### src/rtl/iob_soc_opencryptolinux_spram_pkg.sv
// rtl/iob_soc_opencryptolinux_spram_pkg.sv - shared constants for the SPRAM arbiter
// Purpose: port identifiers and the starvation counter width, shared by the
// arbiter top and its grant sub-module.
package iob_soc_opencryptolinux_spram_pkg;

  typedef logic port_t;

  localparam port_t PORT_I = 1'b0;
  localparam port_t PORT_D = 1'b1;

  localparam int STARVE_CNT_W = 4;

endpackage

### src/rtl/iob_soc_opencryptolinux_spram_grant.sv
// rtl/iob_soc_opencryptolinux_spram_grant.sv - instruction/data grant decision
// Purpose: picks at most one of the two requesters each cycle, either
// data-first with an instruction starvation guard or round-robin.
// Ports:
//   clk_i, rst_i          clock, synchronous active-high reset
//   i_valid_i, d_valid_i  request valids from instruction and data ports
//   grant_i, grant_d      combinational one-hot (or zero) grant
module iob_soc_opencryptolinux_spram_grant
  import iob_soc_opencryptolinux_spram_pkg::*;
#(
  parameter int RR_MODE    = 0,
  parameter int STARVE_MAX = 4
) (
  input  logic clk_i,
  input  logic rst_i,
  input  logic i_valid_i,
  input  logic d_valid_i,
  output logic grant_i,
  output logic grant_d
);

  localparam logic [STARVE_CNT_W-1:0] STARVE_LIM = STARVE_CNT_W'(STARVE_MAX);

  port_t                   last;
  logic [STARVE_CNT_W-1:0] starve_cnt;

  always_comb begin
    grant_i = 1'b0;
    grant_d = 1'b0;
    // No grant at all while reset is held.
    if (!rst_i) begin
      if (d_valid_i && !i_valid_i) begin
        grant_d = 1'b1;
      end else if (i_valid_i && !d_valid_i) begin
        grant_i = 1'b1;
      end else if (i_valid_i && d_valid_i) begin
        if (RR_MODE != 0) begin
          if (last == PORT_D) grant_i = 1'b1;
          else                grant_d = 1'b1;
        end else begin
          if (starve_cnt == STARVE_LIM) grant_i = 1'b1;
          else                          grant_d = 1'b1;
        end
      end
    end
  end

  always_ff @(posedge clk_i) begin
    if (rst_i) begin
      last       <= PORT_I;
      starve_cnt <= '0;
    end else begin
      if (grant_i)      last <= PORT_I;
      else if (grant_d) last <= PORT_D;

      // Counts data grants that made a pending instruction wait.
      if (grant_i || !i_valid_i) begin
        starve_cnt <= '0;
      end else if (grant_d && starve_cnt != STARVE_LIM) begin
        starve_cnt <= starve_cnt + 1'b1;
      end
    end
  end

endmodule

### src/rtl/iob_soc_opencryptolinux_spram_arbiter.sv
// rtl/iob_soc_opencryptolinux_spram_arbiter.sv - I/D port merge onto single-port RAM
// Purpose: muxes the CPU instruction and data IOb ports onto one byte-enable
// single-port RAM and steers the 1-cycle read response back to its owner.
// Ports:
//   clk_i, rst_i                    clock, synchronous active-high reset
//   i_*/d_* valid/addr/wdata/wstrb  requests (wstrb == 0 means read)
//   i_*/d_* ready/rvalid/rdata      accept strobe and read response
//   spram_en/addr/we/di_o, do_i     memory side
module iob_soc_opencryptolinux_spram_arbiter
  import iob_soc_opencryptolinux_spram_pkg::*;
#(
  parameter int ADDR_W     = 16,
  parameter int DATA_W     = 32,
  parameter int RR_MODE    = 0,
  parameter int STARVE_MAX = 4
) (
  input  logic                clk_i,
  input  logic                rst_i,
  input  logic                i_valid_i,
  input  logic [ADDR_W-1:0]   i_addr_i,
  input  logic [DATA_W-1:0]   i_wdata_i,
  input  logic [DATA_W/8-1:0] i_wstrb_i,
  output logic                i_ready_o,
  output logic                i_rvalid_o,
  output logic [DATA_W-1:0]   i_rdata_o,
  input  logic                d_valid_i,
  input  logic [ADDR_W-1:0]   d_addr_i,
  input  logic [DATA_W-1:0]   d_wdata_i,
  input  logic [DATA_W/8-1:0] d_wstrb_i,
  output logic                d_ready_o,
  output logic                d_rvalid_o,
  output logic [DATA_W-1:0]   d_rdata_o,
  output logic                spram_en_o,
  output logic [ADDR_W-1:0]   spram_addr_o,
  output logic [DATA_W/8-1:0] spram_we_o,
  output logic [DATA_W-1:0]   spram_di_o,
  input  logic [DATA_W-1:0]   spram_do_i
);

  logic grant_i;
  logic grant_d;
  logic i_rvq;
  logic d_rvq;

  iob_soc_opencryptolinux_spram_grant #(
    .RR_MODE    (RR_MODE),
    .STARVE_MAX (STARVE_MAX)
  ) u_grant (
    .clk_i     (clk_i),
    .rst_i     (rst_i),
    .i_valid_i (i_valid_i),
    .d_valid_i (d_valid_i),
    .grant_i   (grant_i),
    .grant_d   (grant_d)
  );

  assign i_ready_o  = grant_i;
  assign d_ready_o  = grant_d;
  assign spram_en_o = grant_i | grant_d;

  always_comb begin
    spram_addr_o = i_addr_i;
    spram_di_o   = i_wdata_i;
    spram_we_o   = '0;
    if (grant_d) begin
      spram_addr_o = d_addr_i;
      spram_di_o   = d_wdata_i;
      spram_we_o   = d_wstrb_i;
    end else if (grant_i) begin
      spram_we_o   = i_wstrb_i;
    end
  end

  // i_rvq/d_rvq together act as the response-owner select for the next cycle.
  always_ff @(posedge clk_i) begin
    if (rst_i) begin
      i_rvq <= 1'b0;
      d_rvq <= 1'b0;
    end else begin
      i_rvq <= grant_i && (i_wstrb_i == '0);
      d_rvq <= grant_d && (d_wstrb_i == '0);
    end
  end

  // Masking with rst_i drops a response whose grant preceded reset.
  assign i_rvalid_o = i_rvq && !rst_i;
  assign d_rvalid_o = d_rvq && !rst_i;
  assign i_rdata_o  = i_rvalid_o ? spram_do_i : '0;
  assign d_rdata_o  = d_rvalid_o ? spram_do_i : '0;

endmodule

### config.mk
export PLATFORM = sky130hd
export DESIGN_NAME = iob_soc_opencryptolinux_spram_arbiter
export DESIGN_NICKNAME = d
export VERILOG_FILES = /design/src/rtl/iob_soc_opencryptolinux_spram_pkg.sv /design/src/rtl/iob_soc_opencryptolinux_spram_grant.sv /design/src/rtl/iob_soc_opencryptolinux_spram_arbiter.sv
export SDC_FILE = /design/constraint.sdc
export NUM_CORES = 1
export LEC_CHECK = 0
export BUFFER_PORTS_ARGS = -buffer_cell sky130_fd_sc_hd__clkbuf_2
export CAP_MARGIN = 5
export CORE_AREA = 2 2 102 104
export DETAILED_ROUTE_END_ITERATION = 7
export DIE_AREA = 0 0 104 106
export PLACE_DENSITY = 0.54
export REMOVE_ABC_BUFFERS = 1
export SLEW_MARGIN = 5
export SYNTH_ARGS = -nofsm -noshare
export SYNTH_HDL_FRONTEND = slang
export SYNTH_SLANG_ARGS = --single-unit
### constraint.sdc
create_clock -name clk_i -period 2.5 [get_ports clk_i]
set_input_delay 0.125 -clock clk_i [delete_from_list [all_inputs] [get_ports clk_i]]
set_output_delay 0.125 -clock clk_i [all_outputs]
set_load 0.05 [all_outputs]
Word-level counts from Yosys, hierarchy flattened
Index checks and enable logic that the tools add are counted.

word-level totals
  output and inout port bits = 121
  bits in registers = 6

cells by class
  eq/ne operators = 2
  add/sub/neg operators = 1
  bitwise logic cells = 1
  multiplexer cells = 16
  reduce and logical (&&, ||, !) cells = 15

operators with widths
  cell                                                    number
  2-to-1 mux 32 bit                                       3
  2-to-1 mux 16 bit                                       1
  2-to-1 mux 1 bit                                        10
  logical AND 1 bit                                       8
  zero test 4 bit                                         2
  2-to-1 mux 4 bit                                        2
  adder 4 x 1 -> 4 bit (second input constant)            1
  equality test 4 x 3 -> 1 bit (second input constant)    1
  inequality test 4 x 3 -> 1 bit (second input constant)  1
  zero test 1 bit                                         3
  OR reduction 2 bit                                      1
  logical OR 1 bit                                        1
  bitwise OR 1 bit                                        1

Logic depth before layout (Yosys ltp)
Gate-level depths: netlist of the first run.

  depth in word-level cells = 8
  mapped depth = 6
  gate-level depth less buffers = 6

Hierarchy
Synthesis of the first run repeated with hierarchy kept, for this count alone.

unflattened totals
  cells, all modules = 160
  area, all modules = 1,361.3 µm²

modules (own cells, without submodules)
  module                                 times used  cells each  area an instance (µm²)
  iob_soc_opencryptolinux_spram_arbiter  1           138         1,133.6
  iob_soc_opencryptolinux_spram_grant    1           22          227.7

Worst setup path after synthesis of the first run
OpenSTA, ideal clock, no wires.

  path type = reg2out
  start = reg u_grant.starve_cnt[0]
  end = out spram_we_o[3]
  data arrival time = 2,111 ps
  setup slack = 264 ps
  required time = 2,375 ps
  stages on the path, launching flop included = 7
  path through = dfxtp_1 inv_1 ha_1 nand4b_1 nand3_4 buf_6 o21ai_0

on the way
  longest elaborated chain between the ends = 8
  elaborated cells on any way between the ends = 13

ends and longest elaborated chain
  element                         line                                         text
  start: declaration              iob_soc_opencryptolinux_spram_grant.sv:25    logic [STARVE_CNT_W-1:0] starve_cnt;
  start signal: assignment        iob_soc_opencryptolinux_spram_grant.sv:60    starve_cnt <= starve_cnt + 1'b1;
  equality test 4 x 3 -> 1 bit *  iob_soc_opencryptolinux_spram_grant.sv:41    if (starve_cnt == STARVE_LIM) grant_i = 1'b1;
  2-to-1 mux 1 bit                iob_soc_opencryptolinux_spram_grant.sv:41
  2-to-1 mux 1 bit                iob_soc_opencryptolinux_spram_grant.sv:36    end else if (i_valid_i && d_valid_i) begin
  2-to-1 mux 1 bit                iob_soc_opencryptolinux_spram_grant.sv:34    end else if (i_valid_i && !d_valid_i) begin
  2-to-1 mux 1 bit                iob_soc_opencryptolinux_spram_grant.sv:32    if (d_valid_i && !i_valid_i) begin
  2-to-1 mux 1 bit                iob_soc_opencryptolinux_spram_grant.sv:31    if (!rst_i) begin
  2-to-1 mux 4 bit                iob_soc_opencryptolinux_spram_arbiter.sv:69  end else if (grant_i) begin
  2-to-1 mux 4 bit *              iob_soc_opencryptolinux_spram_arbiter.sv:65  if (grant_d) begin
  end: declaration                iob_soc_opencryptolinux_spram_arbiter.sv:35  output logic [DATA_W/8-1:0] spram_we_o,

Every way passes the cells marked *; elsewhere a longest branch is shown, timed or not.

Worst setup path after layout of the first run
  start = reg u_grant.starve_cnt[0]
  end = out spram_di_o[9]

on the way
  longest elaborated chain between the ends = 7

ends and longest elaborated chain
  element                       line                                         text
  equality test 4 x 3 -> 1 bit  iob_soc_opencryptolinux_spram_grant.sv:41
  2-to-1 mux 1 bit              iob_soc_opencryptolinux_spram_grant.sv:41
  2-to-1 mux 1 bit              iob_soc_opencryptolinux_spram_grant.sv:36
  2-to-1 mux 1 bit              iob_soc_opencryptolinux_spram_grant.sv:34
  2-to-1 mux 1 bit              iob_soc_opencryptolinux_spram_grant.sv:32
  2-to-1 mux 1 bit              iob_soc_opencryptolinux_spram_grant.sv:31
  2-to-1 mux 32 bit             iob_soc_opencryptolinux_spram_arbiter.sv:65
  end: declaration              iob_soc_opencryptolinux_spram_arbiter.sv:36  output logic [DATA_W-1:0] spram_di_o,

Every way passes these cells.

==> metrics.md, run 1 <==
| Metric | Value |
|---|---|
| Maxcap violations | 0 |
| Clock skew | 0.000957 ns |
| Crit Reg-Reg Endpoint | u_grant.starve_cnt[3]$_SDFFE_PP0P_ |
| Drt first-iter violations | 66 |
| Yosys cell types | 23 |
| Sequential standard cell area | 120 µm² |
| Final setup vio count | 0 |
| Mapped Cells | about 160 |
| Comb power frac | 0.715 |
| Std-Cell Rows | 37 |
| Hold Path Class | in -> reg |
| Reg-to-reg critical path startpoint | u_grant.starve_cnt[0]$_SDFFE_PP0P_ |
| Max VDD drop | 164 µV |
| 1st-pass router iterations | 5 |
| Final TNS setup | 0 ns |
| Drt via density | 3.85 |
| Clk pin slew, worst setup/hold paths | 0.04 ns |
| Max stage delay on crit path | about 0.36 ns |
| Hold_buf cts | 0 |
| Core area | around 0.010 mm² |
| Max Slew Vio Count | 0 |
| Antenna-violating nets left | 0 |
| Net Sw Power | 0.417 mW |
| Share of cells above drive strength 1 | 0.761 |
| Initial Util | 0.156 |
| Pwr dens | 277 mW/mm² |
| Post-CTS Resized | 0 |
| Critical path endpoint category | primary output |
| DP HPWL | 6.58 mm |
| Layout area overhead | 95.8% |
| Cell Count, Final, Fillers Out | 558 |
| Final hold violation count | 0 |
| RePlAce Congestion | 0.783 |
| Die width | approximately 100 µm |
| Hold Crit Depth | 3 |
| Status | completed |
| DRC | 0 |
| First-pass GRT wire length | 10.7 mm |
| Leak pwr | between 1.5 and 2 nW |
| Minimum clock period | between 2 and 2.5 ns |
| Clk sinks | 6 |
| Min-Delay Endpoint | d_rvq$_SDFF_PP0_ |
| # nets final | 566 |
| Diodes inserted | 0 |
| Largest net degree at the start of global routing | 34 |
| Mapped Area | 0.00156 mm² |
| Max FO, Critical Path | 23 |
| Hold_sp | d_wstrb_i[3] |
| H-tree levels | 1 |
| Later-pin clock latency in the skew report | 0.22 ns |
| Inst Count DP | 555 |
| WL final | 7.17 mm |
| Initial antenna violation count | 0 |
| RSZ-0062 raised after global routing | false |
| Area of the multi-input gates | around 0.0013 mm² |
| Number of global-route vias before repair | 2132 |
| Fin util | 0.305 |
| # Post-CTS Setup Buffers | 0 |
| Slowest-stage cell, CP | dfxtp_1 |
| Register share of total power | 0.116 |
| Clock share of power | 0.169 |
| Clock root buffer | clkbuf_8 |
| Fmax | 448 MHz |
| Internal power | around 0.43 mW |
| Vias | 2150 |
| Setup CP Type | reg -> out |
| #FFs+latches synth | 6 |
| Die Area | 0.0110 mm² |
| Filler cells | 1079 |
| Grt ovf | 0 |
| CP arrival | 2.11 ns |
| CP cell instances | inv_1 -> ha_1 -> nand4b_1 -> nand3_4 -> buf_12 -> mux2_4 -> clkbuf_2 |
| Worst Setup Start Kind | flip-flop |
| Sw Ratio | 0.494 |
| All-Layer GR Usage | 0.120 |
| Yosys Warn Count | 0 |
| Worst EP required | 2.38 ns |
| Syn avg cell area | between 9 and 10 µm² |
| Slew of the pin with the lowest slew margin | 0.326 ns |
| Worst Path Buf+Inv | 3 |
| Wire length per cell | 12.8 µm |
| Length in cells of the worst reg-to-reg path | 5 |
| CTS max path bufs | 2 |
| Post-route clock period utilization | 0.893 |
| CP delay by family, top | buffers and inverters |
| Cts bufs inserted | 3 |
| Post-synthesis sequential area ratio | 0.0772 |
| Worst slew margin | 0.783 |
| IO Pins | 261 |
| DIE HEIGHT | 106 µm |
| PortBufs | 260 |
| TritonCTS clock tree | yes |
| R2r setup slk | 1.10 ns |
[power groups by stage]
stage          Clock [mW]  Combinational [mW]  Sequential (mW)
2_1_floorplan           0               0.405           0.0995
3_3_place_gp            0               0.610           0.0996
3_5_place_dp            0               0.612           0.0996
4_1_cts             0.150               0.613           0.0982
5_1_grt             0.159               0.636           0.0982
6_report            0.143               0.605           0.0982
[state kept, by name, summed over array words and instances (netlist names)]
register            flops
i_rvq                   1
d_rvq                   1
u_grant.starve_cnt      4
[layout by cell type, fill, tap and decap left out, drive strengths merged]
| cell | instances |
|---|---|
| nor4 | 1 |
| nand4b | 1 |
| clkbuf | 263 |
| o21ai | 1 |
| xor2 | 1 |
| and2 | 65 |
| ha | 2 |
| nand3 | 2 |
| or3 | 1 |
| dfxtp | 6 |
| or4 | 1 |
| a22o | 3 |
| xnor2 | 1 |
| and3b | 1 |
| mux2 | 48 |
| nand2b | 1 |
| nor2b | 2 |
| nor2 | 7 |
| o2111ai | 1 |
| buf | 6 |
| inv | 7 |
| o21ba | 1 |
[metrics by stage]
stage	power, mW	area (µm²)	setup WS (ns)	hold WS (ns)
floorplan	0.505	1480	-0.341	0.278
global placement	0.709	3010	0.483	0.401
detailed placement	0.712	3010	0.442	0.389
CTS	0.861	3050	0.198	0.155
global route	0.893	3050	0.144	0.175
finish	0.845	3050	0.266	0.166
[area by class of cell]
cell class | instances | area share
tap | 136 | 0.0558
inverter | 7 | 0.00862
multi-input combinational | 140 | 0.437
sequential | 6 | 0.0394
timing repair buffer | 266 | 0.446
clock buffer | 3 | 0.0135
[cells by family (layout without fill, tap and decap cells)]
| logic type | after synthesis | in the layout | share of synthesized area |
|---|---|---|---|
| simple gates | 82 | 82 | 0.333 |
| mux | 48 | 48 | 0.463 |
| buf+inv | 18 | 276 | 0.0675 |
| compound gates | 6 | 6 | 0.0322 |
| flops | 6 | 6 | 0.0772 |
| fa+ha+maj | 2 | 2 | 0.0161 |
| xor+xnor | 2 | 2 | 0.0113 |
[layer usage]
metal,share of wire,GRT usage,wire [µm],vias up
li1,-,-,-,1064
met1,0.36,0.131,2590,912
met2,0.51,0.224,3650,166
met3,0.11,0.0343,791,8
met4,0.020,0.0386,144,0
met5,0,0,0,-
[tightest hold or removal path: cells and delay by family]
kind / cells / cell delay [ns]
buffers and inverters: 1 / 0.09
AND/OR/NAND/NOR: 2 / 0.12
[cells in the mapped netlist, drive strengths merged]
library cell	number	share of area
a22o	3	0.017
and2	65	0.26
and3b	1	0.0064
buf	5	0.036
clkbuf	6	0.014
dfxtp	6	0.077
ha	2	0.016
inv	7	0.017
mux2	48	0.46
nand2b	1	0.0040
nand3	2	0.014
nand4b	1	0.0056
nor2	7	0.017
nor2b	2	0.0080
nor4	1	0.0040
o2111ai	1	0.0056
o21ai	1	0.0032
o21ba	1	0.0064
or3	1	0.0072
or4	1	0.0048
xnor2	1	0.0056
xor2	1	0.0056
[worst max path at each step]
| stage | cells past startpoint | slack (ns) | end | startpoint |
|---|---|---|---|---|
| after floorplan | 5 | -0.34 | spram_we_o[3] | u_grant.starve_cnt[0]$_SDFFE_PP0P_ |
| after global placement | 7 | 0.48 | spram_di_o[9] | u_grant.starve_cnt[0]$_SDFFE_PP0P_ |
| after detailed placement | 7 | 0.44 | spram_di_o[9] | u_grant.starve_cnt[0]$_SDFFE_PP0P_ |
| after CTS | 7 | 0.20 | spram_di_o[9] | u_grant.starve_cnt[0]$_SDFFE_PP0P_ |
| after global routing | 7 | 0.14 | spram_di_o[9] | u_grant.starve_cnt[0]$_SDFFE_PP0P_ |
| final | 7 | 0.27 | spram_di_o[9] | u_grant.starve_cnt[0]$_SDFFE_PP0P_ |
Note: power is estimated with default switching activity, not from simulation.
==> run 2: changes to the inputs <==
BUFFER_PORTS_ARGS = unset   (was -buffer_cell sky130_fd_sc_hd__clkbuf_2)
DONT_BUFFER_PORTS = 1   (was unset)
PLACE_DENSITY = 0.31   (was 0.54)
==> metrics.md, run 2 (synthesized netlist as in run 1, its figures left out) <==
| Metric | Value |
|---|---|
| R2r setup slk | 1.02 ns (was 1.10 ns) |
| Maxcap violations | 0 (unchanged) |
| Max FO, Critical Path | 40 (was 23) |
| CP arrival | 1.95 ns (was 2.11 ns) |
| CP cell instances | inv_1 -> ha_1 -> nand4b_1 -> nand3_4 -> buf_12 -> mux2_4 (was inv_1 -> ha_1 -> nand4b_1 -> nand3_4 -> buf_12 -> mux2_4 -> clkbuf_2) |
| Number of global-route vias before repair | 1187 (was 2132) |
| Internal power | 0.330 mW (was 0.428 mW) |
| Grt ovf | 0 (unchanged) |
| Clock skew | 0.00539 ns (was 0.000957 ns) |
| Comb power frac | 0.648 (was 0.715) |
| Hold Crit Depth | 2 (was 3) |
| Hold_sp | d_wstrb_i[3] (unchanged) |
| First-pass GRT wire length | 7.85 mm (was 10.7 mm) |
| Share of cells above drive strength 1 | 0.396 (was 0.761) |
| Max Slew Vio Count | 0 (unchanged) |
| Worst EP required | 2.38 ns (about the same) |
| Reg-to-reg critical path startpoint | u_grant.starve_cnt[0]$_SDFFE_PP0P_ (unchanged) |
| Core area | 0.0100 mm² (unchanged) |
| Minimum clock period | 2.08 ns (was 2.23 ns) |
| Clock root buffer | clkbuf_8 (unchanged) |
| Register share of total power | 0.142 (was 0.116) |
| CP delay by family, top | multiplexers (was buffers and inverters) |
| Status | completed (unchanged) |
| Hold_buf cts | 0 (unchanged) |
| Critical path endpoint category | primary output (unchanged) |
| Commonest cells after routing, fill and taps aside | 65 x and2_1, 48 x mux2_4, 7 x inv_1, 7 x nor2_1, 6 x dfxtp_1 (was 260 x clkbuf_2, 65 x and2_1, 48 x mux2_4) |
| RSZ-0062 raised after global routing | false (unchanged) |
| # nets final | 308 (was 566) |
| Die Area | 0.0110 mm² (unchanged) |
| Worst Path Buf+Inv | 2 (was 3) |
| Pwr dens | 384 mW/mm² (was 277 mW/mm²) |
| Max stage delay on crit path | 0.42 ns (was 0.36 ns) |
| Initial antenna violation count | 0 (unchanged) |
| Reg with most FFs | u_grant.starve_cnt (unchanged) |
| Min-Delay Endpoint | d_rvq$_SDFF_PP0_ (unchanged) |
| Largest registers | u_grant.starve_cnt: 4 flops, d_rvq: 1 flops, i_rvq: 1 flops (unchanged) |
| Slew of the pin with the lowest slew margin | 0.898 ns (was 0.326 ns) |
| Setup CP Type | reg -> out (unchanged) |
| Length in cells of the worst reg-to-reg path | 5 (unchanged) |
| Vias | 1264 (was 2150) |
| Initial Util | 0.156 (unchanged) |
| Drt via density | 4.21 (was 3.85) |
| PortBufs | 0 (was 260) |
| Hold Path Class | in -> reg (unchanged) |
| Met3 Wirelength | 678 µm (was 791 µm) |
| WL final | 6.22 mm (was 7.17 mm) |
| Worst Setup Start Kind | flip-flop (unchanged) |
| Max reg flops | 4 (unchanged) |
| Max VDD drop | 138 µV (was 164 µV) |
| RePlAce Congestion | 0.680 (was 0.783) |
| Cts bufs inserted | 3 (unchanged) |
| Clock share of power | 0.210 (was 0.169) |
| Std-Cell Rows | 37 (unchanged) |
| Fin util | 0.180 (was 0.305) |
| Diodes inserted | 0 (unchanged) |
| Uppermost routed layer | met4 (unchanged) |
| Largest net degree at the start of global routing | 41 (was 34) |
| Die width | 104 µm (unchanged) |
| Clk sinks | 6 (unchanged) |
| 1st-pass router iterations | 4 (was 5) |
| Final TNS setup | 0 ns (unchanged) |
| Crit Reg-Reg Endpoint | i_rvq$_SDFF_PP0_ (was u_grant.starve_cnt[3]$_SDFFE_PP0P_) |
| Sw Ratio | 0.524 (was 0.494) |
| Wire length per cell | 20.7 µm (was 12.8 µm) |
| Post-CTS Resized | 0 (unchanged) |
| Final hold violation count | 0 (unchanged) |
| Clk pin slew, worst setup/hold paths | 0.04 ns (about the same) |
| Final setup vio count | 0 (unchanged) |
| CTS max path bufs | 2 (unchanged) |
| DRC | 0 (unchanged) |
| DIE HEIGHT | 106 µm (unchanged) |
| # Post-CTS Setup Buffers | 0 (unchanged) |
| Routed wl met2 | 3.59 mm (was 3.65 mm) |
| Met1 wire length | 1.93 mm (was 2.59 mm) |
| Layout area overhead | 15.9% (was 95.8%) |
| Worst slew margin | 0.399 (was 0.783) |
| All-Layer GR Usage | 0.0968 (was 0.120) |
| Fmax | 482 MHz (was 448 MHz) |
| TritonCTS clock tree | yes (unchanged) |
| DP HPWL | 5.75 mm (was 6.58 mm) |
| Net Sw Power | 0.363 mW (was 0.417 mW) |
| Commonest non-fill, non-tap cell in the layout | and2_1 (was clkbuf_2) |
| Drt first-iter violations | 27 (was 66) |
| IO Pins | 261 (unchanged) |
| Leak pwr | 0.849 nW (was 1.94 nW) |
| Later-pin clock latency in the skew report | 0.22 ns (about the same) |
| Slowest-stage cell, CP | mux2_4 (was dfxtp_1) |
| H-tree levels | 1 (unchanged) |
| Post-route clock period utilization | 0.831 (was 0.893) |
| Antenna-violating nets left | 0 (unchanged) |
run 2: cell count changes in the layout (fill, tap and decap cells not counted):
cell	before	now
clkbuf_2	260	0
nor2b_2	0	2
nor2b_1	2	0
buf_12	1	4
buf_4	5	4
o21ai_1	0	1
o21ai_0	1	0
run 2: how the worst max path moves through the flow:
stage | start | end | depth (start not counted)
2_1_floorplan | u_grant.starve_cnt[0]$_SDFFE_PP0P_ | spram_we_o[3] | 5
3_3_place_gp | u_grant.starve_cnt[0]$_SDFFE_PP0P_ | spram_di_o[19] | 6
3_5_place_dp | u_grant.starve_cnt[0]$_SDFFE_PP0P_ | spram_di_o[19] | 6
4_1_cts | u_grant.starve_cnt[0]$_SDFFE_PP0P_ | spram_di_o[19] | 6
5_1_grt | u_grant.starve_cnt[0]$_SDFFE_PP0P_ | spram_di_o[12] | 6
6_report | u_grant.starve_cnt[0]$_SDFFE_PP0P_ | spram_di_o[23] | 6
run 2: power by group through the flow:
stage	combinational, mW	sequential, mW	clock (mW)
floorplan	0.405	0.0995	0
global placement	0.454	0.0996	0
detailed placement	0.455	0.0997	0
CTS	0.456	0.0982	0.149
global route	0.460	0.0984	0.155
finish	0.449	0.0982	0.146
run 2: metrics by stage:
stage          setup WS [ns]  power [mW]  std cells  cell area (µm²)  hold WS, ns
6_report               0.423       0.693        300             1800       0.0666
5_1_grt                0.303       0.714        300             1800       0.0710
4_1_cts                0.423       0.702        300             1800       0.0621
3_5_place_dp           0.664       0.555        297             1760        0.297
3_3_place_gp           0.677       0.554        297             1760        0.310
2_1_floorplan         -0.341       0.505        153             1480        0.278
run 2: routing by layer:
layer / GRT usage / vias to the layer above
li1: - / 547
met1: 0.0860 / 560
met2: 0.216 / 155
met3: 0.0258 / 2
met4: 0.0116 / 0
met5: 0 / -
run 2: layout make-up:
type,instances,area [µm²]
clock buffers,3,41.3
fillers,1101,8200
inverters,7,26.3
multi-input cells,140,1340
flip-flops and latches,6,120
well taps,136,170
repair buffers,8,110
run 2: worst register-to-register path, cell delays in order (launching register included):
cell and delay [ns]:
dfxtp_1 0.37, inv_1 0.06, ha_1 0.20, and3b_2 0.23, o21ba_2 0.34, and2_1 0.19
==> run 3: changes to the inputs <==
CORE_AREA = 2 2 100 102   (was 2 2 102 104)
DIE_AREA = 0 0 102 104   (was 0 0 104 106)
PLACE_DENSITY = 0.32   (was 0.31)
clock period = 2 ns   (was 2.5 ns; I/O delays follow)
==> metrics.md, run 3 (synthesized netlist as in run 1, its figures left out) <==
| Metric | Value |
|---|---|
| Status | completed (unchanged) |
| Inst Count DP | 360 (was 297) |
| First-pass GRT wire length | 8.72 mm (was 7.85 mm) |
| Register share of total power | 0.139 (was 0.142) |
| Antenna-violating nets left | 0 (unchanged) |
| WL final | 6.94 mm (was 6.22 mm) |
| Sw Ratio | 0.515 (was 0.524) |
| Grt ovf | 0 (unchanged) |
| CP cell instances | inv_1 -> ha_1 -> nand4b_1 -> nand3_4 -> clkbuf_16 -> mux2_4 (was inv_1 -> ha_1 -> nand4b_1 -> nand3_4 -> buf_12 -> mux2_4) |
| Vias | 1475 (was 1264) |
| RePlAce Congestion | 0.713 (was 0.680) |
| H-tree levels | 1 (unchanged) |
| PortBufs | 0 (unchanged) |
| Clk pin slew, worst setup/hold paths | 0.04 ns (about the same) |
| Drt first-iter violations | 29 (was 27) |
| Die Area | 0.0106 mm² (was 0.0110 mm²) |
| R2r setup slk | 0.57 ns (was 1.02 ns) |
| Max VDD drop | 213 µV (was 138 µV) |
| Critical path endpoint category | primary output (unchanged) |
| Commonest cells after routing, fill and taps aside | 71 x buf_4, 65 x and2_1, 48 x mux2_4 (was 65 x and2_1, 48 x mux2_4, 7 x inv_1, 7 x nor2_1, 6 x dfxtp_1) |
| DP HPWL | 6.24 mm (was 5.75 mm) |
| Clock root buffer | clkbuf_8 (unchanged) |
| Max Slew Vio Count | 0 (unchanged) |
| Setup ws final | 0.144 ns (was 0.423 ns) |
| Setup CP Type | reg -> out (unchanged) |
| Hold Path Class | in -> reg (unchanged) |
| Later-pin clock latency in the skew report | 0.22 ns (about the same) |
| Internal power | 0.427 mW (was 0.330 mW) |
| Largest registers | u_grant.starve_cnt: 4 flops, d_rvq: 1 flops, i_rvq: 1 flops (unchanged) |
| Hold slack final | 0.0502 ns (was 0.0666 ns) |
| CP arrival | 1.76 ns (was 1.95 ns) |
| Largest net degree at the start of global routing | 34 (was 41) |
| Layout area overhead | 50.2% (was 15.9%) |
| Cell Count, Final, Fillers Out | 366 (was 300) |
| TritonCTS clock tree | yes (unchanged) |
| Minimum clock period | 1.86 ns |
| Comb power frac | 0.655 (was 0.648) |
| Fmax | around 540 MHz |
| Leak pwr | 1.23 nW (was 0.849 nW) |
| Hold_sp | d_wstrb_i[3] (unchanged) |
| Slew of the pin with the lowest slew margin | 0.502 ns (was 0.898 ns) |
| IO Pins | 261 (unchanged) |
| DRC | 0 (unchanged) |
| Filler cells | 1077 (was 1101) |
| Final hold violation count | 0 (unchanged) |
| Core area | 0.00955 mm² (was 0.0100 mm²) |
| Wire length per cell | 19.0 µm (was 20.7 µm) |
| Std-Cell Rows | 36 (was 37) |
| Initial antenna violation count | 1 (was 0) |
| Reg with most FFs | u_grant.starve_cnt (unchanged) |
| Placed Area | 0.00225 mm² (was 0.00176 mm²) |
| Net Sw Power | 0.454 mW (was 0.363 mW) |
| 1st-pass router iterations | 4 (unchanged) |
| RSZ-0062 raised after global routing | false (unchanged) |
| Die width | 102 µm (was 104 µm) |
| Post-route clock period utilization | 0.928 |
| Hold Crit Depth | 2 (unchanged) |
| Pwr dens | 377 mW/mm² (was 384 mW/mm²) |
| Fin area | 0.00234 mm² (was 0.00180 mm²) |
| Max stage delay on crit path | 0.40 ns (was 0.42 ns) |
| Hold_buf cts | 0 (unchanged) |
| Reg-to-reg critical path startpoint | u_grant.starve_cnt[0]$_SDFFE_PP0P_ (unchanged) |
| Clock skew | 0.000180 ns (was 0.00539 ns) |
| Initial Util | 0.163 (was 0.156) |
| Share of cells above drive strength 1 | 0.573 (was 0.396) |
| Cts bufs inserted | 3 (unchanged) |
| Slowest-stage cell, CP | mux2_4 (unchanged) |
| Length in cells of the worst reg-to-reg path | 5 (unchanged) |
| Drt via density | 4.03 (was 4.21) |
| CTS max path bufs | 2 (unchanged) |
| Clk sinks | 6 (unchanged) |
| Worst Setup Start Kind | flip-flop (unchanged) |
| Max FO, Critical Path | 15 (was 40) |
| Worst slack, placed | 0.277 ns (was 0.664 ns) |
| Fin util | 0.245 (was 0.180) |
| DIE HEIGHT | 104 µm (was 106 µm) |
| # nets final | 376 (was 308) |
| Max reg flops | 4 (unchanged) |
| Clock share of power | 0.205 (was 0.210) |
| Maxcap violations | 0 (unchanged) |
| Worst slew margin | 0.668 (was 0.399) |
| All-Layer GR Usage | 0.109 (was 0.0968) |
| Setup crit start | u_grant.starve_cnt[0]$_SDFFE_PP0P_ (unchanged) |
| Commonest non-fill, non-tap cell in the layout | buf_4 (was and2_1) |
| Number of global-route vias before repair | 1358 (was 1187) |
| Final setup vio count | 0 (unchanged) |
| Worst EP required | 1.90 ns (was 2.38 ns) |
## run 3: cell count changes in the layout (fill, tap and decap cells not counted)
cell and delta:
buf_4 +67, clkbuf_16 +1, o21ai_0 +1, o21ba_2 -1, o21ba_4 +1, diode_2 +1, o21ai_1 -1
## run 3: what timing repair did
action,CTS,global route
setup buffers,0,1
endpoints found under the setup margin,0,45
gates resized for setup,0,1
## run 3: worst paths after layout
path	endpoint
worst max-delay path	spram_di_o[14]
worst min-delay path	d_rvq$_SDFF_PP0_
worst max register to register	u_grant.starve_cnt[3]$_SDFFE_PP0P_
worst min register to register	u_grant.starve_cnt[0]$_SDFFE_PP0P_
## run 3: routing by layer
metal,GRT usage,routed length (µm)
met2,0.227,3800
met3,0.0417,1010
met1,0.0942,2110
met5,0,0
met4,0.0210,19
## run 3: per-stage QoR
| step | power (mW) | TNS (ns) |
|---|---|---|
| floorplan | 0.631 | -25.31 |
| global placement | 0.694 | 0 |
| detailed placement | 0.698 | 0 |
| CTS | 0.883 | 0 |
| global route | 0.906 | 0 |
| finish | 0.881 | 0 |
## run 3: layout make-up
class	instances	area (µm²)	area share
diodes	1	2.50	0.00107
clock buffers	3	41.3	0.0177
inverters	7	26.3	0.0112
multi-input cells	140	1340	0.574
flip-flops and latches	6	120	0.0514
well taps	133	166	0.0712
repair buffers	76	638	0.273
## run 3: worst max-delay path: cells and delay by family (launching register included)
family / cells / cell delay [ns]
AND/OR/NAND/NOR: 2 / 0.29
adder cells (fa/ha/maj): 1 / 0.20
multiplexers: 1 / 0.40
buffers and inverters: 2 / 0.29
flip-flops: 1 / 0.36
## run 3: power by group through the flow
stage | clock (mW) | sequential [mW] | combinational, mW
after floorplan | 0 | 0.124 | 0.507
after global placement | 0 | 0.125 | 0.570
after detailed placement | 0 | 0.125 | 0.573
after CTS | 0.187 | 0.123 | 0.573
after global routing | 0.193 | 0.123 | 0.589
final | 0.181 | 0.123 | 0.577
